<file path="config.mk">
export PLATFORM = sky130hd
export DESIGN_NAME = seq_alu_flat
export DESIGN_NICKNAME = d
export VERILOG_FILES = /design/src/rtl/seq_alu_if.sv /design/src/rtl/seq_alu.sv /design/src/flat_wrapper.sv
export SDC_FILE = /design/constraint.sdc
export NUM_CORES = 1
export LEC_CHECK = 0
export CAP_MARGIN = 40
export CORE_ASPECT_RATIO = 1.2
export CORE_MARGIN = 2
export CORE_UTILIZATION = 34
export CTS_CLUSTER_DIAMETER = 50
export CTS_CLUSTER_SIZE = 20
export DETAILED_ROUTE_END_ITERATION = 12
export MAX_ROUTING_LAYER = met4
export PLACE_DENSITY = 0.58
export SYNTH_ARGS = -nofsm -noshare
export SYNTH_HDL_FRONTEND = slang
export SYNTH_SLANG_ARGS = --single-unit
</file>
<file path="constraint.sdc">
create_clock -name clk -period 4.4 [get_ports clk]
set_input_delay 0.88 -clock clk [delete_from_list [all_inputs] [get_ports clk]]
set_output_delay 0.88 -clock clk [all_outputs]
set_load 0.05 [all_outputs]
</file>
<file path="src/rtl/seq_alu_if.sv">
// seq_alu request/response bundle.
// master drives the request side, slave owns the result side.
interface seq_alu_if #(
  parameter int WIDTH = 16
);
  logic               start;
  logic [3:0]         operation;
  logic [WIDTH-1:0]   A;
  logic [WIDTH-1:0]   B;
  logic               busy;
  logic               done;
  logic [2*WIDTH-1:0] Result;
  logic [WIDTH-1:0]   Remainder;
  logic               C_out;
  logic               Z;
  logic               N;
  logic               C;
  logic               V;
  logic               div_by_zero;

  modport master (
    output start, operation, A, B,
    input  busy, done, Result, Remainder,
    input  C_out, Z, N, C, V, div_by_zero
  );

  modport slave (
    input  start, operation, A, B,
    output busy, done, Result, Remainder,
    output C_out, Z, N, C, V, div_by_zero
  );
endinterface

</file>
<file path="src/rtl/seq_alu.sv">
// Sequential ALU: single-cycle arith/logic/shift,
// iterative shift-add multiply and restoring divide.
module seq_alu #(
  parameter int WIDTH = 16,
  parameter int SHW   = $clog2(WIDTH)
) (
  input  logic     clk,
  input  logic     rst_n,
  seq_alu_if.slave bus
);
  localparam int W2 = 2 * WIDTH;
  localparam int CW = $clog2(WIDTH);

  localparam logic [3:0] OP_ADD  = 4'd0;
  localparam logic [3:0] OP_SUB  = 4'd1;
  localparam logic [3:0] OP_MUL  = 4'd2;
  localparam logic [3:0] OP_DIV  = 4'd3;
  localparam logic [3:0] OP_AND  = 4'd4;
  localparam logic [3:0] OP_OR   = 4'd5;
  localparam logic [3:0] OP_NOR  = 4'd6;
  localparam logic [3:0] OP_NAND = 4'd7;
  localparam logic [3:0] OP_XOR  = 4'd8;
  localparam logic [3:0] OP_XNOR = 4'd9;
  localparam logic [3:0] OP_SLL  = 4'd10;
  localparam logic [3:0] OP_SRL  = 4'd11;
  localparam logic [3:0] OP_SRA  = 4'd12;

  typedef enum logic [1:0] {
    S_IDLE, S_MUL, S_DIV, S_FIN
  } state_e;

  state_e           state_q, state_d;
  logic [3:0]       op_q, op_d;
  logic [WIDTH-1:0] a_q, a_d, b_q, b_d;
  logic [CW-1:0]    cnt_q, cnt_d;
  logic [W2-1:0]    mcand_q, mcand_d;
  logic [W2-1:0]    prod_q, prod_d;
  logic [WIDTH-1:0] mplr_q, mplr_d;
  logic [WIDTH-1:0] rem_q, rem_d;
  logic [WIDTH-1:0] quo_q, quo_d;
  logic [WIDTH-1:0] dvs_q, dvs_d;
  logic [WIDTH:0]   rem_sh;
  logic             rem_ge;

  logic [W2-1:0]    res_q, res_f;
  logic [WIDTH-1:0] rmd_q, rmd_f;
  logic             cout_q, cout_f;
  logic             z_q, z_f, n_q, n_f;
  logic             c_q, c_f, v_q, v_f;
  logic             dbz_q, dbz_f;
  logic             done_q;

  logic [WIDTH:0]   sum, diff;
  logic [WIDTH-1:0] shr;
  logic [W2-1:0]    prod_s;
  logic [WIDTH-1:0] quo_s;
  logic [SHW-1:0]   sh;
  logic             neg, legal;

  function automatic logic [WIDTH-1:0] mag(
    input logic [WIDTH-1:0] x
  );
    return x[WIDTH-1] ? -x : x;
  endfunction

  function automatic logic [W2-1:0] sext(
    input logic [WIDTH-1:0] x
  );
    return {{WIDTH{x[WIDTH-1]}}, x};
  endfunction

  always_comb begin
    state_d = state_q;
    op_d    = op_q;
    a_d     = a_q;
    b_d     = b_q;
    cnt_d   = cnt_q;
    mcand_d = mcand_q;
    mplr_d  = mplr_q;
    prod_d  = prod_q;
    rem_d   = rem_q;
    quo_d   = quo_q;
    dvs_d   = dvs_q;
    rem_sh  = {rem_q, quo_q[WIDTH-1]};
    rem_ge  = rem_sh >= {1'b0, dvs_q};
    unique case (state_q)
      S_IDLE: begin
        // start during the done cycle is dropped
        if (bus.start && !done_q) begin
          op_d    = bus.operation;
          a_d     = bus.A;
          b_d     = bus.B;
          cnt_d   = '0;
          mcand_d = {{WIDTH{1'b0}}, mag(bus.A)};
          mplr_d  = mag(bus.B);
          prod_d  = '0;
          rem_d   = '0;
          quo_d   = mag(bus.A);
          dvs_d   = mag(bus.B);
          if (bus.operation == OP_MUL)
            state_d = S_MUL;
          else if (bus.operation == OP_DIV
                   && bus.B != '0)
            state_d = S_DIV;
          else
            state_d = S_FIN;
        end
      end
      S_MUL: begin
        if (mplr_q[0])
          prod_d = prod_q + mcand_q;
        mcand_d = mcand_q << 1;
        mplr_d  = mplr_q >> 1;
        cnt_d   = cnt_q + 1'b1;
        if (cnt_q == CW'(WIDTH - 1))
          state_d = S_FIN;
      end
      S_DIV: begin
        quo_d = {quo_q[WIDTH-2:0], rem_ge};
        rem_d = rem_ge
              ? rem_sh[WIDTH-1:0] - dvs_q
              : rem_sh[WIDTH-1:0];
        cnt_d = cnt_q + 1'b1;
        if (cnt_q == CW'(WIDTH - 1))
          state_d = S_FIN;
      end
      S_FIN:   state_d = S_IDLE;
      default: state_d = S_IDLE;
    endcase
  end

  always_comb begin
    res_f  = '0;
    rmd_f  = '0;
    cout_f = 1'b0;
    c_f    = 1'b0;
    v_f    = 1'b0;
    dbz_f  = 1'b0;
    legal  = 1'b1;
    sum    = {1'b0, a_q} + {1'b0, b_q};
    diff   = {1'b0, a_q} - {1'b0, b_q};
    neg    = a_q[WIDTH-1] ^ b_q[WIDTH-1];
    prod_s = neg ? -prod_q : prod_q;
    quo_s  = neg ? -quo_q : quo_q;
    sh     = b_q[SHW-1:0];
    shr    = $signed(a_q) >>> sh;
    unique case (op_q)
      OP_ADD: begin
        res_f  = sext(sum[WIDTH-1:0]);
        cout_f = sum[WIDTH];
        c_f    = sum[WIDTH];
        v_f    = (a_q[WIDTH-1] == b_q[WIDTH-1])
              && (sum[WIDTH-1] != a_q[WIDTH-1]);
      end
      OP_SUB: begin
        res_f = sext(diff[WIDTH-1:0]);
        c_f   = diff[WIDTH];
        v_f   = (a_q[WIDTH-1] != b_q[WIDTH-1])
             && (diff[WIDTH-1] != a_q[WIDTH-1]);
      end
      OP_MUL: begin
        res_f = prod_s;
        v_f   = !((&prod_s[W2-1:WIDTH-1])
              || !(|prod_s[W2-1:WIDTH-1]));
      end
      OP_DIV: begin
        if (b_q == '0) begin
          dbz_f = 1'b1;
        end else begin
          // MIN/-1 wraps to MIN through quo_s
          res_f = sext(quo_s);
          rmd_f = a_q[WIDTH-1] ? -rem_q : rem_q;
          v_f   = (a_q == {1'b1, {(WIDTH-1){1'b0}}})
               && (&b_q);
        end
      end
      OP_AND:  res_f = sext(a_q & b_q);
      OP_OR:   res_f = sext(a_q | b_q);
      OP_NOR:  res_f = sext(~(a_q | b_q));
      OP_NAND: res_f = sext(~(a_q & b_q));
      OP_XOR:  res_f = sext(a_q ^ b_q);
      OP_XNOR: res_f = sext(~(a_q ^ b_q));
      OP_SLL:  res_f = sext(a_q << sh);
      OP_SRL:  res_f = sext(a_q >> sh);
      OP_SRA:  res_f = sext(shr);
      default: legal = 1'b0;
    endcase
    z_f = legal && (res_f == '0);
    n_f = res_f[W2-1];
  end

  always_ff @(posedge clk or negedge rst_n) begin
    if (!rst_n) begin
      state_q <= S_IDLE;
      op_q    <= '0;
      a_q     <= '0;
      b_q     <= '0;
      cnt_q   <= '0;
      mcand_q <= '0;
      mplr_q  <= '0;
      prod_q  <= '0;
      rem_q   <= '0;
      quo_q   <= '0;
      dvs_q   <= '0;
    end else begin
      state_q <= state_d;
      op_q    <= op_d;
      a_q     <= a_d;
      b_q     <= b_d;
      cnt_q   <= cnt_d;
      mcand_q <= mcand_d;
      mplr_q  <= mplr_d;
      prod_q  <= prod_d;
      rem_q   <= rem_d;
      quo_q   <= quo_d;
      dvs_q   <= dvs_d;
    end
  end

  always_ff @(posedge clk or negedge rst_n) begin
    if (!rst_n) begin
      done_q <= 1'b0;
      res_q  <= '0;
      rmd_q  <= '0;
      cout_q <= 1'b0;
      z_q    <= 1'b0;
      n_q    <= 1'b0;
      c_q    <= 1'b0;
      v_q    <= 1'b0;
      dbz_q  <= 1'b0;
    end else begin
      done_q <= (state_q == S_FIN);
      if (state_q == S_FIN) begin
        res_q  <= res_f;
        rmd_q  <= rmd_f;
        cout_q <= cout_f;
        z_q    <= z_f;
        n_q    <= n_f;
        c_q    <= c_f;
        v_q    <= v_f;
        dbz_q  <= dbz_f;
      end
    end
  end

  assign bus.busy        = (state_q != S_IDLE);
  assign bus.done        = done_q;
  assign bus.Result      = res_q;
  assign bus.Remainder   = rmd_q;
  assign bus.C_out       = cout_q;
  assign bus.Z           = z_q;
  assign bus.N           = n_q;
  assign bus.C           = c_q;
  assign bus.V           = v_q;
  assign bus.div_by_zero = dbz_q;
endmodule
</file>
<file path="src/flat_wrapper.sv">
// flat-port wrapper written by rule: the top's interface ports become plain ports
module seq_alu_flat 
#(
  parameter int WIDTH = 16,
  parameter int SHW   = $clog2(WIDTH)
)
  (clk, rst_n, bus_start, bus_operation, bus_A, bus_B, bus_busy, bus_done, bus_Result, bus_Remainder, bus_C_out, bus_Z, bus_N, bus_C, bus_V, bus_div_by_zero);
  seq_alu_if #(.WIDTH(WIDTH)) bus_i ();
  input  logic clk;
  input  logic rst_n;
  input wire logic [$bits(bus_i.start)-1:0] bus_start;
  input wire logic [$bits(bus_i.operation)-1:0] bus_operation;
  input wire logic [$bits(bus_i.A)-1:0] bus_A;
  input wire logic [$bits(bus_i.B)-1:0] bus_B;
  output wire logic [$bits(bus_i.busy)-1:0] bus_busy;
  output wire logic [$bits(bus_i.done)-1:0] bus_done;
  output wire logic [$bits(bus_i.Result)-1:0] bus_Result;
  output wire logic [$bits(bus_i.Remainder)-1:0] bus_Remainder;
  output wire logic [$bits(bus_i.C_out)-1:0] bus_C_out;
  output wire logic [$bits(bus_i.Z)-1:0] bus_Z;
  output wire logic [$bits(bus_i.N)-1:0] bus_N;
  output wire logic [$bits(bus_i.C)-1:0] bus_C;
  output wire logic [$bits(bus_i.V)-1:0] bus_V;
  output wire logic [$bits(bus_i.div_by_zero)-1:0] bus_div_by_zero;
  assign bus_i.start = bus_start;
  assign bus_i.operation = bus_operation;
  assign bus_i.A = bus_A;
  assign bus_i.B = bus_B;
  assign bus_busy = bus_i.busy;
  assign bus_done = bus_i.done;
  assign bus_Result = bus_i.Result;
  assign bus_Remainder = bus_i.Remainder;
  assign bus_C_out = bus_i.C_out;
  assign bus_Z = bus_i.Z;
  assign bus_N = bus_i.N;
  assign bus_C = bus_i.C;
  assign bus_V = bus_i.V;
  assign bus_div_by_zero = bus_i.div_by_zero;
  seq_alu #(.WIDTH(WIDTH), .SHW(SHW)) u_core (.clk(clk), .rst_n(rst_n), .bus(bus_i));
endmodule
</file>
# Yosys cells after proc, flatten, opt, wreduce, memory -nomap -nowiden
# Index checks and enable logic that the tools add are counted.
classes:
  add_sub_neg: 10
  n_mul: 0
  div_mod_pow: 0
  n_lt_le_gt_ge: 1
  n_eq_ne: 26
  shift: 3
  mux: 35
  bitwise: 7
  reduce_logical: 30
op_table:
  columns: ["operator", "count"]
  rows:
  - ["one-hot mux 32 bit (13 select lines)", 1]
  - ["2-to-1 mux 16 bit", 10]
  - ["2-to-1 mux 32 bit", 5]
  - ["one-hot mux 32 bit (2 select lines)", 2]
  - ["one-hot mux 16 bit (2 select lines)", 3]
  - ["negation 16 bit", 4]
  - ["inverter 16 bit", 3]
  - ["adder 32 bit", 1]
  - ["zero test 32 bit", 1]
  - ["negation 32 bit", 1]
  - ["equality test 4 bit (second input constant)", 6]
  - ["adder 16 x 16 -> 17 bit", 1]
  - [">= comparator 17 x 16 -> 1 bit", 1]
  - ["AND reduction 17 bit", 1]
  - ["OR reduction 17 bit", 1]
  - ["subtractor 16 x 16 -> 17 bit", 1]
  - ["bitwise AND 16 bit", 1]
  - ["equality test 16 bit (second input constant)", 1]
  - ["equality test 4 x 2 -> 1 bit (second input constant)", 4]
  - ["equality test 4 x 3 -> 1 bit (second input constant)", 4]
  - ["zero test 16 bit", 1]
  - ["bitwise OR 16 bit", 1]
  - ["AND reduction 16 bit", 1]
  - ["nonzero test 16 bit", 1]
  - ["other kinds (30)", 56]
word_totals:
  regBits: 225
  latch_bits: 0
  mem_bits_rw: 0
  rom_bits: 0
  inputBits: 39
  n_memories: 0

# Longest topological paths before layout
# Gate-level depths: netlist of run 1.
depth:
  word_depth: 7
  ltp_mapped: 16
  mapped_depth_nobuf: 14

# Worst setup path before layout of run 1
# No wires, ideal clock.
synth_path:
  kind: "reg2reg"
  startpoint: "register u_core.b_q[1]"
  endpoint: "register u_core.res_q[30], in the netlist u_core.bus.Result[30]"
  setup_time_ps: 141
  arrival_time_ps: 3682
  required_time_ps: 4259
  setup_slack_ps: 576
  path_stages_with_launch: 16
  n_path_buf: 4
  synth_period_minus_slack_ps: 3824
  cell_sequence: "dfrtp_1 > clkbuf_1 > inv_1 > buf_2 > buf_1 > ha_1 > nor2_1 > o221ai_1 > o2bb2ai_1 > o221a_2 > o31a_1 > a21oi_1 > nor3_1 > o41ai_4 > buf_2 > a31oi_1"
synth_between:
  elab_chain_len: 3
synth_rtl:
  columns: ["item", "line_no", "text"]
  rows:
  - ["start: declaration", "seq_alu.sv:34", "logic [WIDTH-1:0] a_q, a_d, b_q, b_d;"]
  - ["start signal: assignment", "seq_alu.sv:197", "b_q <= '0;"]
  - ["start signal: assignment", "seq_alu.sv:209", "b_q <= b_d;"]
  - ["branches (longest 2 deep; another with subtractor 16 x 16 -> 17 bit)", null, null]
  - ["one-hot mux 32 bit (13 select lines) *", "seq_alu.sv:147", "unique case (op_q)"]
  - ["end signal: assignment", "seq_alu.sv:234", "res_q <= res_f;"]
  - ["end: declaration", "seq_alu.sv:45", "logic [W2-1:0] res_q, res_f;"]
# Mark *: on every way between the ends.
# A chain may end at the register's enable or synchronous reset.

# Worst setup path after layout of run 1
layout_path:
  startpoint: "register u_core.b_q[0]"
  endpoint: "register u_core.z_q, in the netlist u_core.bus.Z"
layout_between:
  elab_chain_len: 5
layout_rtl:
  columns: ["item", "line_no", "text"]
  rows:
  - ["branches (longest 2 deep; another with subtractor 16 x 16 -> 17 bit)", null, null]
  - ["one-hot mux 32 bit (13 select lines) *", "seq_alu.sv:147", null]
  - ["zero test 32 bit *", "seq_alu.sv:188", "z_f = legal && (res_f == '0);"]
  - ["logical AND 1 bit *", "seq_alu.sv:188", null]
  - ["end signal: assignment", "seq_alu.sv:237", "z_q <= z_f;"]
  - ["end: declaration", "seq_alu.sv:48", "logic z_q, z_f, n_q, n_f;"]
# Marks and branches as above.

==> metrics.md, run 1 <==
| Metric | Value |
|---|---|
| Fill count | `5,385` |
| Vias per inst | `5.89` |
| Worst-margin pin slew | `1.08 ns` |
| Commonest non-fill, non-tap cell in the layout | `nand2_1` |
| # rows | `92` |
| Slew Limit Fails | `0` |
| Vias in the first global route | `17,497` |
| Slew headroom | `0.277` |
| Global routing's busiest layer | `met2` |
| Worst path arrival time | `4.58 ns` |
| Port Buffers | `94` |
| Top FF cell, synth | `dfrtp_1` |
| Post-synth EDFFs | `0` |
| Critical Path Fanout Max | `40` |
| Tcrit/Tclk final | `0.931` |
| Max Cap Viol | `0` |
| RSZ-0062 raised after global routing | `false` |
| Root buf cell | `clkbuf_16` |
| Avg WL per Cell | `24.1 um` |
| GRT Util Overall | `0.264` |
| Met2 GRT Util | `0.438` |
| Post-synthesis sequential area ratio | `0.309` |
| Initial antenna violation count | `1` |
| Synth Register Bits | `223` |
| Reg clk slew, reported paths | `0.06 ns` |
| Clk_skew | `0.0337 ns` |
| Setup CP Type | `reg -> reg` |
| Nets@finish | `2,410` |
| P&R area growth vs syn | `18.7%` |
| Final Hold Vio Count | `0` |
| Worst setup SP type | `flop` |
| Io pins | `95` |
| Cells after synthesis | `2,154` |
| Die area | `54,900 um2` |
| Hold WC Path Type | `in -> async` |
| Netlist cell types | `92` |
| Final Wtd Congestion | `1.06` |
| Multi-input logic area | `11,500 um2` |
| Via Count | `17,617` |
| Congestion Overflow GR | `0` |
| Global-route wire length before repair | `109 mm` |
| CTS buffer count | `35` |
| H-tree depth | `2` |
| Sequential Area | `5580 um2` |
| DR DRC count | `0` |
| Post-CTS Hold Fix Bufs | `0` |
| Post-Synthesis Net Count | `2,306` |
| CTS tree | `built` |
| Fraction of layout cells with a size suffix above 1 | `0.105` |
| Outcome | `finished, final reports clean` |
| Initial DRC count | `1,465` |
| Die X | `214 um` |
| Syn Area/Cell | `8.37 um2` |
| Clk sinks | `223` |
| Antenna Nets Post-Route | `0` |
| Clk Latency, worst-skew pair | `0.57 ns` |
| Die height | `256 um` |
| M1 GR Usage | `0.313` |
| Worst setup EP type | `flop` |
| Final setup vio count | `0` |
| Final WL | `72.0 mm` |
| Met3 usage | `0.0460` |
| Initial Util | `0.344` |
| TNS Setup | `0 ns` |
| Post-synth ARST share | `1.00` |
| Largest net degree at the start of global routing | `120` |
| Post-DP HPWL | `54.6 mm` |
| Synthesized cell area | `18,000 um2` |
| Fmax | `244 MHz` |
| Critical Path RT | `4.89 ns` |
| 1st-pass router iterations | `6` |
| Post-route minimum period | `4.10 ns` |
| Highest-count cells in the layout ignoring fill and taps | `nand2_1, dfrtp_1, o21ai_0, nor2_1, a21oi_1` |
| Yosys warns | `0` |
| Clk buf depth | `3` |
| Core Area | `52,500 um2` |
-- cells in the mapped netlist (19+ instances only) --
cell | n | share of area
nand2_1 | 256 | 0.053
dfrtp_1 | 223 | 0.31
o21ai_0 | 207 | 0.057
nor2_1 | 148 | 0.031
a21oi_1 | 113 | 0.031
ha_1 | 109 | 0.076
clkbuf_1 | 101 | 0.021
inv_1 | 98 | 0.020
mux2i_1 | 78 | 0.043
xnor2_1 | 71 | 0.034
xor2_1 | 54 | 0.026
nor3_1 | 48 | 0.013
a21o_1 | 41 | 0.017
nand3_1 | 36 | 0.010
o31ai_1 | 30 | 0.012
a31oi_1 | 29 | 0.010
nand2b_1 | 28 | 0.0097
a211oi_1 | 23 | 0.0096
a22o_1 | 23 | 0.011
nor2b_1 | 21 | 0.0073
o22ai_1 | 21 | 0.0073
or3_1 | 21 | 0.0073
nor4_1 | 19 | 0.0066
-- critical path: stages, from the launching register on --
cell	delay [ns]
dfrtp_2	0.44
buf_12	0.20
or4_1	0.49
nor3_1	0.45
a21bo_2	0.27
buf_4	0.28
o22ai_1	0.21
a2111oi_0	0.63
buf_1	0.20
and2_1	0.13
and4b_2	0.22
and3_1	0.26
a41o_1	0.19
-- cell families after synthesis --
group,count (synthesis),synth area share
compound gates,692,0.257
buf+inv,233,0.0536
flops,223,0.309
mux,99,0.0620
simple gates,669,0.177
xor+xnor,125,0.0607
fa+ha+maj,113,0.0801
-- metal layers --
metal  vias up  wire length (um)
li1       8108                 -
met1      8664             29200
met2       648             34800
met3       197              4610
met4         0              3400
met5         -                 0
-- metrics by stage --
step	utilization	instances	hold WS (ns)	instance area [um2]	worst slack, ns
floorplan	-	2154	0.440	18000	0.576
global placement	0.383	2922	0.459	20100	0.156
detailed placement	0.384	2926	0.469	20200	0.358
CTS	0.407	2989	0.476	21400	0.309
global route	0.408	2990	0.488	21400	0.140
finish	0.408	2992	0.373	21400	0.302
-- worst paths after layout --
| path | from | end | slack (ns) | depth (start not counted) |
|---|---|---|---|---|
| min in group clk | u_core.mplr_q[6] | u_core.mplr_q[6] | 0.48 | 1 |
| max | u_core.b_q[0] | u_core.bus.Z | 0.30 | 12 |
| max reg2reg | u_core.b_q[0] | u_core.bus.Z | 0.30 | 12 |
| max in group asynchronous | rst_n | u_core.rem_q[13] | 2.97 | 2 |
| min | rst_n | u_core.bus.Result[28] | 0.37 | 1 |
| min reg2reg | u_core.mplr_q[6] | u_core.mplr_q[6] | 0.48 | 1 |
-- area by class of cell --
class / instances / share of cell area
Sequential cell: 223 / 0.261
Clock inverter: 24 / 0.0134
Clock buffer: 39 / 0.0440
Multi-Input combinational cell: 1698 / 0.540
Timing Repair Buffer: 201 / 0.0833
Tap cell: 705 / 0.0412
Antenna cell: 3 / 0.000351
Inverter: 99 / 0.0174
-- timing repair --
action                                  4_1_cts  5_1_grt
endpoints found under the setup margin        0        1
resized for setup                             0        1
buffers inserted                              0        0
Power of run 1 is not shown: default switching activity piles up to over one toggle a cycle in this logic, so the estimate is an artifact.
==> inputs of run 2 (changes only) <==
--- a/config.mk
+++ b/config.mk
@@ -12,8 +12,7 @@
 export CTS_CLUSTER_DIAMETER = 50
 export CTS_CLUSTER_SIZE = 20
 export DETAILED_ROUTE_END_ITERATION = 12
-export MAX_ROUTING_LAYER = met4
-export PLACE_DENSITY = 0.58
+export PLACE_DENSITY = 0.53
 export SYNTH_ARGS = -nofsm -noshare
 export SYNTH_HDL_FRONTEND = slang
 export SYNTH_SLANG_ARGS = --single-unit
==> metrics.md, run 2 (synthesized netlist as in run 1, its figures left out) <==
| Metric | Value |
|---|---|
| Outcome | `finished, final reports clean` |
| CP delay by family, top | `compound AO/OA/AOI/OAI gates` |
| Global-route wire length before repair | `106 mm` |
| P&R area growth vs syn | `16.4%` |
| 1st-pass router iterations | `8` |
| Worst-margin pin slew | `0.879 ns` |
| DP Worst Slack | `0.484 ns` |
| Reg clk slew, reported paths | `0.06 ns` |
| DP Area | `20,000 um2` |
| Root buf cell | `clkbuf_16` |
| Tcrit/Tclk final | `0.902` |
| Clk sinks | `223` |
| # rows | `92` |
| Slowest library cell on the worst path | `a2111oi_0` |
| Post-CTS sizing | `0` |
| Worst Slack Setup Final | `0.431 ns` |
| H-tree depth | `1` |
| Setup Fix Bufs, Post-CTS | `0` |
| Nets@finish | `2,385` |
| Critical path cell sequence | `buf_4, ha_1, fa_1, o21ai_0, o21a_1, nor3_1, a2111oi_0, buf_4, o221ai_1, nor2_1, and4b_1, and4b_2, and3_1, a41o_1` |
| Max Cap Viol | `0` |
| Setup CP Type | `reg -> reg` |
| Fill count | `5,415` |
| Fin cells | `2,962` |
| CTS buffer count | `30` |
| Via Count | `17,288` |
| Critical Path Fanout Max | `23` |
| Antenna Nets Post-Route | `0` |
| Final Wtd Congestion | `0.990` |
| Die area | `54,900 um2` |
| Fraction of layout cells with a size suffix above 1 | `0.0913` |
| Slew Limit Fails | `0` |
| Vias per inst | `5.84` |
| Final WL | `69.7 mm` |
| Worst setup EP type | `flop` |
| CTS tree | `built` |
| Clk buf depth | `3` |
| Critical Path Max Stage Delay | `0.48 ns` |
| Critical Path RT | `4.92 ns` |
| Clk Latency, worst-skew pair | `0.59 ns` |
| DP Cell Count | `2,906` |
| RSZ-0062 raised after global routing | `false` |
| Vias in the first global route | `17,088` |
| Post-route minimum period | `3.97 ns` |
| DR DRC count | `0` |
| Post-route cell area | `21,000 um2` |
| GRT Util Overall | `0.249` |
| Core Area | `52,500 um2` |
| Highest-count cells in the layout ignoring fill and taps | `nand2_1, dfrtp_1, o21ai_0, nor2_1, a21oi_1` |
| Top cell by count, worst path | `buf_4` |
| Slew headroom | `0.414` |
| Hold WC Path Type | `in -> async` |
| Congestion Overflow GR | `0` |
| Port Buffers | `94` |
| ANT cells | `0` |
| TNS Setup | `0 ns` |
| Final setup vio count | `0` |
| Initial DRC count | `1,586` |
| Initial antenna violation count | `0` |
| Die X | `214 um` |
| Final Hold Vio Count | `0` |
| Commonest non-fill, non-tap cell in the layout | `nand2_1` |
| Crit path buffers/inverters | `2` |
| Fmax | `252 MHz` |
| Clk_skew | `0.0153 ns` |
| Io pins | `95` |
| Post-DP HPWL | `53.6 mm` |
| Avg WL per Cell | `23.5 um` |
| Die height | `256 um` |
| Largest net degree at the start of global routing | `101` |
| Worst setup SP type | `flop` |
| Initial Util | `0.344` |
| Post-CTS Hold Fix Bufs | `0` |
| Worst path arrival time | `4.49 ns` |
==> run 2: layout make-up <==
| cell class | count | area [um2] | area share |
|---|---|---|---|
| Clock buffer | 38 | 811 | 0.0386 |
| Clock inverter | 18 | 180 | 0.00859 |
| Inverter | 99 | 372 | 0.0177 |
| Multi-Input combinational cell | 1698 | 11500 | 0.550 |
| Sequential cell | 223 | 5580 | 0.266 |
| Tap cell | 705 | 882 | 0.0420 |
| Timing Repair Buffer | 181 | 1620 | 0.0774 |
==> run 2: worst paths after layout <==
| kind | from | endpoint | slack (ns) | depth (start not counted) |
|---|---|---|---|---|
| min in group clk | u_core.mplr_q[2] | u_core.mplr_q[2] | 0.48 | 1 |
| hold / removal | rst_n | u_core.mcand_q[29] | 0.35 | 1 |
| hold reg to reg | u_core.mplr_q[2] | u_core.mplr_q[2] | 0.48 | 1 |
| setup reg to reg | u_core.b_q[0] | u_core.bus.Z | 0.43 | 14 |
| max in group asynchronous | rst_n | u_core.bus.C_out | 3.12 | 2 |
| setup / recovery | u_core.b_q[0] | u_core.bus.Z | 0.43 | 14 |
==> run 2: per-stage QoR <==
step	hold slack [ns]	utilization
2_1_floorplan	0.440	-
3_3_place_gp	0.453	0.381
3_5_place_dp	0.466	0.381
4_1_cts	0.382	0.400
5_1_grt	0.419	0.400
6_report	0.347	0.400
==> run 2: worst reg2reg max path, stage by stage, from the launching register on <==
cell and delay (ns):
dfrtp_2 0.40, buf_4 0.25, ha_1 0.29, fa_1 0.43
o21ai_0 0.28, o21a_1 0.19, nor3_1 0.05, a2111oi_0 0.48
buf_4 0.22, o221ai_1 0.18, nor2_1 0.15, and4b_1 0.31
and4b_2 0.24, and3_1 0.25, a41o_1 0.19
==> run 2: routing by layer <==
layer | GRT usage | vias up | part of all wire
met1 | 0.311 | 8484 | 0.41
met5 | 0 | - | 0
met2 | 0.429 | 598 | 0.48
met4 | 0.114 | 0 | 0.051
met3 | 0.0312 | 156 | 0.057
li1 | - | 8050 | -
Power of run 2 is left out for the same reason.
==> RTL change, RTL diff (config.mk and constraints of run 2) <==
`WIDTH` is set to 16 in 3 places; all go to 8.
--- a/src/rtl/seq_alu_if.sv
+++ b/src/rtl/seq_alu_if.sv
@@ -1,7 +1,7 @@
 // seq_alu request/response bundle.
 // master drives the request side, slave owns the result side.
 interface seq_alu_if #(
-  parameter int WIDTH = 16
+  parameter int WIDTH = 8
 );
   logic               start;
   logic [3:0]         operation;
--- a/src/rtl/seq_alu.sv
+++ b/src/rtl/seq_alu.sv
@@ -1,7 +1,7 @@
 // Sequential ALU: single-cycle arith/logic/shift,
 // iterative shift-add multiply and restoring divide.
 module seq_alu #(
-  parameter int WIDTH = 16,
+  parameter int WIDTH = 8,
   parameter int SHW   = $clog2(WIDTH)
 ) (
   input  logic     clk,
--- a/src/flat_wrapper.sv
+++ b/src/flat_wrapper.sv
@@ -1,7 +1,7 @@
 // flat-port wrapper written by rule: the top's interface ports become plain ports
 module seq_alu_flat 
 #(
-  parameter int WIDTH = 16,
+  parameter int WIDTH = 8,
   parameter int SHW   = $clog2(WIDTH)
 )
   (clk, rst_n, bus_start, bus_operation, bus_A, bus_B, bus_busy, bus_done, bus_Result, bus_Remainder, bus_C_out, bus_Z, bus_N, bus_C, bus_V, bus_div_by_zero);
Ports: changed (resized bus_A, bus_B, bus_Remainder and bus_Result); port bits go from 95 to 55. No check against the original RTL was run, so the function may have changed too.
==> RTL change against run 2 <==
- sequential cell count down 105
- non-clock buffer count down 99
- synthesized area down 49%
- die area down 49%
- wire length down 60%
- final cell count down 51%
- fmax up 25%
- final area down 49%
- synthesized cell count down 51%
- utilization up 0.55 points
- worst setup slack better by 780 ps
- critical path depth down 4
- critical endpoint unchanged
- largest cell class unchanged
==> RTL change: results (changes against run 2) <==
- Outcome: complete, no violations (unchanged)
- Clock skew: 9.71 ps (was 15.3 ps)
- Distinct cells, synth: 76 (was 92)
- Seq/Total Area, Yosys: 32.4% (was 30.9%)
- Mux share of post-synthesis cell area: 8.08% (was 6.20%)
- XOR/XNOR Fraction of Synth Area: 5.76% (was 6.07%)
- Worst-case clock buffer depth: 2 (was 3)
- CP max-delay cell: ha_1 (was a2111oi_0)
- Vias in the first global route: 7751 (was 17100)
- Num CTS Buffers: 17 (was 30)
- Initial DRT Pass Iterations: 8 (unchanged)
- Number of gates resized after cts: 0 (unchanged)
- Share of cells above drive strength 1: 9.58% (was 9.13%)
- Post-CTS Repair Setup Buffers: 0 (unchanged)
- Root Buffer: clkbuf_16 (unchanged)
- Final net count: 1180 (was 2385)
- Port Buffers: 54 (was 94)
- Total track usage: 20.2% (was 24.9%)
- H-tree Lvls: 4 (was 1)
- Initial antenna violation count: 0 (unchanged)
- Syn Nets: 1142 (was 2306)
- CTS clk-pin slew, worst paths: 60 ps (about the same)
- VDD IR-drop max: 0.349 mV
- Clock Latency Late Sink: 430 ps (was 590 ps)
- Leak Pwr: 4.66 nW
- First-pass GRT wire length: 44200 µm (was 106000 µm)
- DRC Markers: 0 (unchanged)
- Sw frac: 49.7%
- Compound-Gate Fraction of Synth Area: 22.8% (was 25.7%)
- Least-Margin Pin Slew: 867 ps (was 879 ps)
- Synth top cells by count: dfrtp_1 (118), nand2_1 (108), o21ai_0 (84) (was nand2_1 (256), dfrtp_1 (223), o21ai_0 (207))
- Yosys warns: 0 (unchanged)
- Post-synth ARST share: 100% (unchanged)
- Ant. Diodes: 0 (unchanged)
- Post-Synth Adder-Cell Area: 9.10% (was 8.01%)
- CP top delay family: simple AND/OR/NAND/NOR gates (was compound AO/OA/AOI/OAI gates)
- Sequential power: 2.03 mW
- Top cells by area, synth: dfrtp_1 (32%), ha_1 (8.2%), o21ai_0 (4.6%), nand2_1 (4.4%), mux2i_1 (3.8%) (was dfrtp_1 (31%), ha_1 (7.6%), o21ai_0 (5.7%), nand2_1 (5.3%), mux2i_1 (4.3%))
- Gp weighted congestion: 0.906 (was 0.990)
- Share of power burned in registers: 20.8%
- Power Clock: 1.48 mW
- Largest net degree at the start of global routing: 78 (was 101)
- WP data arrival: 3510 ps (was 4490 ps)
- CP peak stage delay: 540 ps (was 480 ps)
- DRT iter0 DRCs: 512 (was 1586)
- Dominant synthesized flop cell: dfrtp_1 (unchanged)
- HPWL after DPL: 21500 µm (was 53600 µm)
- HP Class: input port to asynchronous set/reset pin (unchanged)
- Vias per cell: 5.58 (was 5.84)
- Crit-path max FO: 11 (was 23)
- Drt total wl: 28200 µm (was 69700 µm)
==> RTL change: cell types whose count changed after synthesis, sizes merged, moves of 27 or more <==
cell,before,now
nand2,256,108
a21oi,113,66
dfrtp,223,118
mux2i,78,35
o21ai,209,87
clkbuf,107,47
xor2,54,27
ha,109,60
xnor2,71,33
inv,99,60
a21o,41,8
nor2,148,73
==> RTL change: final timing paths <==
check	startpoint	endpoint	cells after the start	slack [ps]
max in group asynchronous	rst_n	u_core.bus.Remainder[5]	2	3110
max	u_core.b_q[7]	u_core.bus.Z	10	1210
max reg2reg	u_core.b_q[7]	u_core.bus.Z	10	1210
min reg2reg	u_core.dvs_q[7]	u_core.dvs_q[7]	2	470
min in group clk	u_core.dvs_q[7]	u_core.dvs_q[7]	2	470
min	rst_n	u_core.mcand_q[15]	1	450
==> RTL change: layout make-up <==
class                      count  area, µm²
fill                        2680      15700
multi-input combinational    812       5690
sequential                   118       2950
timing repair buffer          82        761
clock buffer                  19        443
tap                          335        419
inverter                      62        233
clock inverter                13        180
==> RTL change: logic make-up (layout without fill, tap and decap cells) <==
logic type	count (synthesis)	count (layout)
compound gates	311	311
buf+inv	125	176
simple gates	314	314
fa+ha+maj	64	64
mux	63	63
flops	118	118
xor+xnor	60	60
==> RTL change: layer usage <==
metal	wire, µm	global-route usage (%)
met5	0	0
met4	1100	9.43
met3	1340	3.49
met2	13300	32.7
met1	12400	26.2
==> RTL change: metrics by stage <==
stage                     instance area [µm²]  hold WS [ps]  std cells  setup WS [ps]
after floorplan                          9130           447       1055           1390
after global placement                  10100           462       1409           1280
after global routing                    10700           490       1441            925
final                                   10700           447       1441           1210
after CTS                               10700           449       1441           1210
after detailed placement                10100           468       1409           1210
